$ cat config.mk
export PLATFORM = sky130hd
export DESIGN_NAME = score_keeper_flat
export DESIGN_NICKNAME = d
export VERILOG_FILES = /design/src/rtl/score_keeper_if.sv /design/src/rtl/score_keeper.sv /design/src/flat_wrapper.sv
export SDC_FILE = /design/constraint.sdc
export NUM_CORES = 1
export LEC_CHECK = 0
export CORE_AREA = 2 2 45 79
export DETAILED_ROUTE_END_ITERATION = 8
export DIE_AREA = 0 0 47 81
export GPL_TIMING_DRIVEN = 0
export PLACE_DENSITY = 0.74
export REMOVE_ABC_BUFFERS = 1
export SLEW_MARGIN = 10
export SYNTH_ARGS = -nofsm -noshare
export SYNTH_HDL_FRONTEND = slang
export SYNTH_SLANG_ARGS = --single-unit
$ cat constraint.sdc
create_clock -name clk -period 2.7 [get_ports clk]
set_clock_uncertainty 0.1 [all_clocks]
set_input_delay 0.675 -clock clk [delete_from_list [all_inputs] [get_ports clk]]
set_output_delay 0.675 -clock clk [all_outputs]
set_load 0.01 [all_outputs]
$ cat src/rtl/score_keeper_if.sv
// score_keeper_if: frame tick, start button and ball position into the
// scoring controller, with scores and game status back out.
interface score_keeper_if;
   logic       refresh_tick;
   logic       start;
   logic [9:0] ball_x;
   logic       ball_rst;
   logic [3:0] score1;
   logic [3:0] score2;
   logic       point1;
   logic       point2;
   logic       game_active;
   logic       game_over;
   logic       winner;

   modport master (
      output refresh_tick, start, ball_x,
      input  ball_rst, score1, score2, point1, point2,
             game_active, game_over, winner
   );

   modport slave (
      input  refresh_tick, start, ball_x,
      output ball_rst, score1, score2, point1, point2,
             game_active, game_over, winner
   );
endinterface

$ cat src/rtl/score_keeper.sv
// score_keeper: rally/scoring controller behind the ball mover. Watches the
// ball on each frame tick, awards points on a miss, runs the serve delay with
// the ball mover held in reset, and parks in GAME_OVER at the winning score.
module score_keeper #(
   parameter int WIN_SCORE   = 9,
   parameter int LEFT_LIMIT  = 8,
   parameter int RIGHT_LIMIT = 632,
   parameter int WRAP_LIMIT  = 960,
   parameter int SERVE_DELAY = 60
) (
   input  logic          clk,
   input  logic          reset_n,
   score_keeper_if.slave bus
);

   typedef enum logic [1:0] {IDLE, SERVE, PLAY, GAME_OVER} state_t;

   localparam logic [9:0] LEFT_L  = 10'(LEFT_LIMIT);
   localparam logic [9:0] RIGHT_L = 10'(RIGHT_LIMIT);
   localparam logic [9:0] WRAP_L  = 10'(WRAP_LIMIT);
   localparam logic [3:0] WIN     = 4'(WIN_SCORE);
   localparam logic [7:0] SD      = 8'(SERVE_DELAY);

   state_t     state_q, state_d;
   logic       start_q;
   logic       start_edge;
   logic [7:0] cnt_q, cnt_d, cnt_inc;
   logic [3:0] score1_q, score1_d, score1_inc;
   logic [3:0] score2_q, score2_d, score2_inc;
   logic       winner_q, winner_d;
   logic       point1_q, point1_d;
   logic       point2_q, point2_d;
   logic       ball_rst_q, game_active_q, game_over_q;
   logic       miss_left, miss_right;

   // A ball past the wrap limit has run off the left edge and wrapped round.
   assign miss_left  = (bus.ball_x < LEFT_L) || (bus.ball_x >= WRAP_L);
   assign miss_right = (bus.ball_x >= RIGHT_L) && (bus.ball_x < WRAP_L);
   assign start_edge = bus.start & ~start_q;
   assign cnt_inc    = cnt_q + 8'd1;
   assign score1_inc = score1_q + 4'd1;
   assign score2_inc = score2_q + 4'd1;

   // State register.
   always_ff @(posedge clk or negedge reset_n) begin
      if (!reset_n) state_q <= IDLE;
      else          state_q <= state_d;
   end

   // Next-state, scoring and serve-counter decisions.
   always_comb begin
      state_d  = state_q;
      cnt_d    = cnt_q;
      score1_d = score1_q;
      score2_d = score2_q;
      winner_d = winner_q;
      point1_d = 1'b0;
      point2_d = 1'b0;
      case (state_q)
         IDLE, GAME_OVER: begin
            // A tick coinciding with the start edge is deliberately not counted.
            if (start_edge) begin
               score1_d = 4'd0;
               score2_d = 4'd0;
               winner_d = 1'b0;
               cnt_d    = 8'd0;
               state_d  = SERVE;
            end
         end
         SERVE: begin
            if (bus.refresh_tick) begin
               if (cnt_inc == SD) begin
                  cnt_d   = 8'd0;
                  state_d = PLAY;
               end else begin
                  cnt_d = cnt_inc;
               end
            end
         end
         PLAY: begin
            if (bus.refresh_tick) begin
               if (miss_left) begin
                  score2_d = score2_inc;
                  point2_d = 1'b1;
                  cnt_d    = 8'd0;
                  if (score2_inc == WIN) begin
                     winner_d = 1'b1;
                     state_d  = GAME_OVER;
                  end else begin
                     state_d = SERVE;
                  end
               end else if (miss_right) begin
                  score1_d = score1_inc;
                  point1_d = 1'b1;
                  cnt_d    = 8'd0;
                  if (score1_inc == WIN) begin
                     winner_d = 1'b0;
                     state_d  = GAME_OVER;
                  end else begin
                     state_d = SERVE;
                  end
               end
            end
         end
         default: state_d = IDLE;
      endcase
   end

   // Datapath registers and registered status outputs derived from next state.
   always_ff @(posedge clk or negedge reset_n) begin
      if (!reset_n) begin
         start_q       <= 1'b0;
         cnt_q         <= 8'd0;
         score1_q      <= 4'd0;
         score2_q      <= 4'd0;
         winner_q      <= 1'b0;
         point1_q      <= 1'b0;
         point2_q      <= 1'b0;
         ball_rst_q    <= 1'b1;
         game_active_q <= 1'b0;
         game_over_q   <= 1'b0;
      end else begin
         start_q       <= bus.start;
         cnt_q         <= cnt_d;
         score1_q      <= score1_d;
         score2_q      <= score2_d;
         winner_q      <= winner_d;
         point1_q      <= point1_d;
         point2_q      <= point2_d;
         ball_rst_q    <= (state_d != PLAY);
         game_active_q <= (state_d == SERVE) || (state_d == PLAY);
         game_over_q   <= (state_d == GAME_OVER);
      end
   end

   assign bus.ball_rst    = ball_rst_q;
   assign bus.score1      = score1_q;
   assign bus.score2      = score2_q;
   assign bus.point1      = point1_q;
   assign bus.point2      = point2_q;
   assign bus.game_active = game_active_q;
   assign bus.game_over   = game_over_q;
   assign bus.winner      = winner_q;

endmodule

$ cat src/flat_wrapper.sv
// flat-port wrapper written by rule: the top's interface ports become plain ports
module score_keeper_flat 
#(
   parameter int WIN_SCORE   = 9,
   parameter int LEFT_LIMIT  = 8,
   parameter int RIGHT_LIMIT = 632,
   parameter int WRAP_LIMIT  = 960,
   parameter int SERVE_DELAY = 60
)
  (clk, reset_n, bus_refresh_tick, bus_start, bus_ball_x, bus_ball_rst, bus_score1, bus_score2, bus_point1, bus_point2, bus_game_active, bus_game_over, bus_winner);
  score_keeper_if bus_i ();
  input  logic clk;
  input  logic reset_n;
  input wire logic [$bits(bus_i.refresh_tick)-1:0] bus_refresh_tick;
  input wire logic [$bits(bus_i.start)-1:0] bus_start;
  input wire logic [$bits(bus_i.ball_x)-1:0] bus_ball_x;
  output wire logic [$bits(bus_i.ball_rst)-1:0] bus_ball_rst;
  output wire logic [$bits(bus_i.score1)-1:0] bus_score1;
  output wire logic [$bits(bus_i.score2)-1:0] bus_score2;
  output wire logic [$bits(bus_i.point1)-1:0] bus_point1;
  output wire logic [$bits(bus_i.point2)-1:0] bus_point2;
  output wire logic [$bits(bus_i.game_active)-1:0] bus_game_active;
  output wire logic [$bits(bus_i.game_over)-1:0] bus_game_over;
  output wire logic [$bits(bus_i.winner)-1:0] bus_winner;
  assign bus_i.refresh_tick = bus_refresh_tick;
  assign bus_i.start = bus_start;
  assign bus_i.ball_x = bus_ball_x;
  assign bus_ball_rst = bus_i.ball_rst;
  assign bus_score1 = bus_i.score1;
  assign bus_score2 = bus_i.score2;
  assign bus_point1 = bus_i.point1;
  assign bus_point2 = bus_i.point2;
  assign bus_game_active = bus_i.game_active;
  assign bus_game_over = bus_i.game_over;
  assign bus_winner = bus_i.winner;
  score_keeper #(.WIN_SCORE(WIN_SCORE), .LEFT_LIMIT(LEFT_LIMIT), .RIGHT_LIMIT(RIGHT_LIMIT), .WRAP_LIMIT(WRAP_LIMIT), .SERVE_DELAY(SERVE_DELAY)) u_core (.clk(clk), .reset_n(reset_n), .bus(bus_i));
endmodule
==> results_dict.tcl, run 1 <==
set metrics [dict create \
    worstPathMaxFanout 13 \
    portBuffers 24 \
    antenna_cells 0 \
    maxCapViolCount 0 \
    die_h_um 81 \
    tns_ns 0 \
    hold_violations 0 \
    max_slew_margin 0.629 \
    drive_above_1_share 0.112 \
    crit_chain "clkdlybuf4s50_1, and3_4, a211o_1, a21oi_2, o21ai_2, or4_1, nand3_1" \
    ys_ff_latch 25 \
    ios 28 \
    maxSlewViolCount 0 \
    die_x_um 47 \
    ir_worst_vdd_mv 0.316 \
    htree_levels 1 \
    routed_wirelength_um 3510 \
    cts_resized 0 \
    synthArstFlopShare 1.00 \
    slowest_stage "or4_1" \
    grt_pass1_vias 1398 \
    finish.utilization 0.565 \
    synth_flop_cell "dfrtp_1" \
    dr.pass1.iters 5 \
    cts_root_buf "clkbuf_8" \
    path_class "in -> reg" \
    drtIter0Drc 31 \
    final.min_clock_period_ns 2.56 \
    clk_pin_slew_ns 0.09 \
    timing.critical_path.from_type "input port" \
    power.leakage_nw 0.747 \
    mostFrequentLayoutCells "dfrtp_1, clkdlybuf4s50_1, nand2_1, o21ai_0, inv_1" \
    antenna_found_initial 0 \
    gp_congestion 0.859 \
    ys_seq_area_frac 0.411 \
    grt_pass1_wl_um 5780 \
    grt_max_degree 26 \
    status "finished clean" \
    critPathTopFamily "simple AND/OR/NAND/NOR gates" \
    clock_sinks 25 \
    cts_hold_buf 0 \
    cp.buffers_inverters 1 \
    clk_path_buf_depth 2 \
    netlist.area_leader.share 0.393 \
    setup_viol 0 \
    yosys.area.top_type "dfrtp_1" \
    avgSynthCellArea_um2 9.31 \
    cp_data_arrival_time_ns 2.67 \
    fp.dieArea_um2 3810 \
    tritoncts "done" \
    cts_buffers 3 \
    max_slew.worst_pin.slew_ns 0.556 \
    fmax_ghz 0.390 \
    layout_commonest_cell "dfrtp_1" \
    synth.distinct_cells 49 \
    drc 0 \
    hpwl_um 2690 \
    core_area_um2 3220 \
    clkLatencyLatePin_ns 0.27 \
    rsz0062_at_grt "no" \
    ys_top_cells_by_area "dfrtp_1, ha_1, o21ai_0, nand2_1, inv_1" \
    design_area_um2 1820 \
    p_total_mw 1.06 \
    period_share 0.949 \
    finalNetCount 210 \
    p_per_area_nw_per_um2 581 \
    detail-route-antenna-nets 0 \
    cts_setup_buffers 0 \
    critPathCaptureType "register" \
    vias_per_cell 5.82 \
    required_ns 2.81 \
    route.detailed.wl_per_inst_um 15.1 \
    yosysWarnings 0 \
    dr_total_vias 1356 \
    synth-edff-count 0 \
    overflow 0 \
    syn2layout_area_growth_pct 19.3 \
    rows 28 \
    crit_path_max_incr_delay_ns 0.50 \
    hp-class "in -> async" \
    grtUsageTotal 0.204 \
    synth_area_um2 1530 \
    placed_area_um2 1780 \
    start_util 0.474 \
    syn_inst 164 \
]
-- area by class of cell --
type / instances / area (um2)
inverter: 11 / 41.3
clock buffer: 3 / 41.3
sequential: 25 / 627
timing repair buffer: 24 / 235
fill: 305 / 1400
clock inverter: 1 / 5.00
tap: 45 / 56.3
multi-input combinational: 124 / 815
-- logic make-up after synthesis --
family	Yosys count	share of synthesized area
XOR/XNOR	3	0.0172
flip-flops	25	0.411
adder cells (fa/ha/maj)	7	0.0574
AND/OR/NAND/NOR	67	0.244
buffers and inverters	15	0.0557
AO/OA/AOI/OAI	47	0.215
-- Yosys cell counts (all sizes together) (2+ instances only) --
master / count
or2: 4
a21oi: 5
nand2b: 5
a21o: 2
a22o: 3
o31ai: 3
or4: 2
nand3: 7
clkbuf: 2
nor3b: 2
dfrtp: 24
inv: 11
nand4: 6
ha: 7
nand2: 20
xor2: 2
o211ai: 3
nor2b: 2
nand3b: 2
a32o: 2
nor2: 8
buf: 2
o21ai: 21
and2: 3
-- routing by layer --
layer	routed length [um]	track usage	vias up
met2	2010	0.377	42
met3	114	0.0222	9
met4	99	0.111	0
li1	-	-	637
met1	1290	0.207	668
met5	0	0	-
-- flip-flops by register name (all words and copies together) (netlist names) --
signal,flops
u_core.cnt_q,8
u_core.bus.score1,4
u_core.bus.score2,4
u_core.state_q,2
u_core.bus.ball_rst,1
u_core.bus.game_active,1
u_core.bus.game_over,1
u_core.bus.point1,1
u_core.bus.point2,1
u_core.bus.winner,1
u_core.start_q,1
-- path summary, 6_finish.rpt --
path                                    from              endpoint  slack [ns]  depth (start not counted)
setup / recovery               bus_ball_x[8]       u_core.cnt_q[4]        0.14                          7
hold / removal                       reset_n     u_core.bus.point1        0.28                          1
setup reg to reg           u_core.state_q[0]  u_core.bus.score1[2]        0.48                          8
hold reg to reg              u_core.cnt_q[7]       u_core.cnt_q[7]        0.42                          1
max in group asynchronous            reset_n  u_core.bus.score1[1]        1.85                          1
min in group clk             u_core.cnt_q[7]       u_core.cnt_q[7]        0.42                          1
-- where the power goes --
| part | leakage [nW] | switching (mW) | internal, mW | total (mW) |
|---|---|---|---|---|
| logic | 0.384 | 0.226 | 0.141 | 0.367 |
| registers | 0.338 | 0.0453 | 0.417 | 0.462 |
| clock network | 0.0255 | 0.124 | 0.103 | 0.228 |
| total | 0.747 | 0.396 | 0.661 | 1.06 |
-- metrics by stage --
stage               hold WS (ns)  cells  setup WS (ns)
finish                     0.280    233          0.138
floorplan                  0.279    160          0.524
global placement           0.387    229        -0.0556
detailed placement         0.411    229         -0.127
global route               0.318    233         0.0225
CTS                        0.429    233          0.165
Power figures use the tool's default switching activity.
==> run 2: changes to the inputs <==
Settings changed: ABC_AREA from default to 1, CAP_MARGIN from default to 0, CORE_AREA 2 2 45 79 to 2 2 45 78, DIE_AREA 0 0 47 81 to 0 0 47 80.
==> results_dict.tcl, run 2 <==
set metrics [dict create \
    htree_levels 1 \
    finalNetCount 258 \
    path_class "in -> reg" \
    layout_commonest_cell "nand2_1" \
    ys_ff_latch 25 \
    cp-startpoint "bus_ball_x[6]" \
    hpwl_um 2280 \
    syn2layout_area_growth_pct 21.9 \
    ys_top_cells_by_area "dfrtp_1, nand2_1, inv_1, nand3_1, ha_1" \
    fmax_ghz 0.433 \
    netlist.area_leader.share 0.399 \
    detail-route-antenna-nets 0 \
    fillerInstances 312 \
    synthMuxAreaShare 0 \
    synthArstFlopShare 1.00 \
    synth_area_um2 1510 \
    critPathCaptureType "register" \
    period_share 0.855 \
    synth_fa_ha_area_frac 0.0581 \
    core_area_um2 3110 \
    power.leakage_nw 0.895 \
    tns_ns 0 \
    synthSimpleGateAreaFrac 0.291 \
    p_per_area_nw_per_um2 817 \
    worstPathMaxFanout 10 \
    die_x_um 47 \
    r2r-start "u_core.state_q[0]" \
    setup_viol 0 \
    route.detailed.wl_per_inst_um 10.4 \
    clock_sinks 25 \
    die_h_um 80 \
    synth_top_cells_by_count "nand2_1, inv_1, dfrtp_1, nor2_1, nand3_1" \
    gp_congestion 0.782 \
    portBuffers 24 \
    avgSynthCellArea_um2 7.21 \
    placed_area_um2 1800 \
    cts_buffers 3 \
    synth_top_family_by_area "simple AND/OR/NAND/NOR gates" \
    grt_pass1_wl_um 5130 \
    ys_seq_area_frac 0.416 \
    clkLatencyLatePin_ns 0.27 \
    yosys.area.top_type "dfrtp_1" \
    clk_pin_slew_ns 0.08 \
    vias_per_cell 4.93 \
    yosysMostFrequentCell "nand2_1" \
    tritoncts "done" \
    grt_pass1_vias 1337 \
    status "finished clean" \
    largest_reg_flops 8 \
    setup_ws_ns 0.392 \
    synth-edff-count 0 \
    dr_total_vias 1376 \
    ios 28 \
    fp.dieArea_um2 3760 \
    cts_resized 0 \
    synth_xor_area_frac 0.0174 \
    cts_root_buf "clkbuf_8" \
    syn_inst 209 \
    max_slew.worst_pin.slew_ns 0.562 \
    timing.critical_path.from_type "input port" \
    cts_hold_buf 0 \
    synth_flop_cell "dfrtp_1" \
    rsz0062_at_grt "no" \
    grt_max_degree 26 \
    design_area_um2 1840 \
    overflow 0 \
    synth_compound_area_frac 0.117 \
    maxCapViolCount 0 \
    synth.distinct_cells 22 \
    drtIter0Drc 35 \
    clk_path_buf_depth 2 \
    antenna_cells 0 \
    ir_worst_vdd_mv 0.357 \
    dp_worst_setup_slack_ns 0.0856 \
    max_slew_margin 0.626 \
    drive_above_1_share 0.0593 \
    required_ns 2.77 \
    multi_input_area_um2 728 \
    antenna_found_initial 0 \
    largest-register "u_core.cnt_q" \
    grtUsageTotal 0.184 \
    maxSlewViolCount 0 \
    regArea_um2 627 \
    mostFrequentLayoutCells "nand2_1, inv_1, dfrtp_1, clkdlybuf4s50_1, nor2_1" \
    cp_data_arrival_time_ns 2.37 \
    cts_setup_buffers 0 \
    drc 0 \
    rows 27 \
    dr.pass1.iters 4 \
    final.min_clock_period_ns 2.31 \
    hold_violations 0 \
    yosysWarnings 0 \
    hp-class "in -> async" \
    routed_wirelength_um 2910 \
    start_util 0.485 \
]
## run 2: power by group
group / internal [mW] / switching, mW / total (mW) / leakage, nW
Sequential: 0.452 / 0.0526 / 0.505 / 0.333
Combinational: 0.275 / 0.497 / 0.771 / 0.537
Clock: 0.103 / 0.121 / 0.225 / 0.0255
Total: 0.831 / 0.670 / 1.50 / 0.895
## run 2: cell type report
type,count,area share
multi-input combinational,144,0.396
sequential,25,0.341
timing repair buffer,24,0.128
inverter,39,0.0797
tap,43,0.0293
clock buffer,3,0.0225
clock inverter,1,0.00272
## run 2: kinds of logic (layout without fill, tap and decap cells)
| group | after synthesis | in the layout |
|---|---|---|
| buffers and inverters | 40 | 67 |
| AOI/OAI and AO/OA | 30 | 30 |
| xor gates and xnor gates | 3 | 3 |
| adders and majority gates | 7 | 7 |
| DFF | 25 | 25 |
| and+or+nand+nor | 104 | 104 |
## run 2: stage by stage
stage               instances  hold WS [ns]  total power, mW   util
floorplan                 208         0.279             1.07      -
global placement          275         0.382             1.28  0.578
detailed placement        275         0.388             1.29  0.578
CTS                       279         0.399             1.52  0.593
global route              279         0.328             1.66  0.591
finish                    279         0.283             1.50  0.591
## run 2: layer usage
layer,share of wire,GRT usage,vias up
li1,-,-,714
met1,0.41,0.194,634
met2,0.55,0.337,22
met3,0.023,0.0204,6
met4,0.020,0.0833,0
met5,0,0,-
## run 2: worst paths after layout
check / endpoint / slack, ns / cells past startpoint
min reg2reg: u_core.cnt_q[0] / 0.40 / 1
min: u_core.cnt_q[2] / 0.28 / 1
max reg2reg: u_core.cnt_q[3] / 0.57 / 10
min in group clk: u_core.cnt_q[0] / 0.40 / 1
max: u_core.cnt_q[3] / 0.39 / 9
max in group asynchronous: u_core.bus.score1[2] / 1.84 / 1
## run 2: critical path, cell delays in order
cell and delay, ns:
clkdlybuf4s50_1 0.46, nor2_1 0.12, nand2_1 0.07, o21ai_2 0.25, nor2_1 0.13, nor3_4 0.32
inv_2 0.14, nor3_1 0.15, nor2_1 0.06
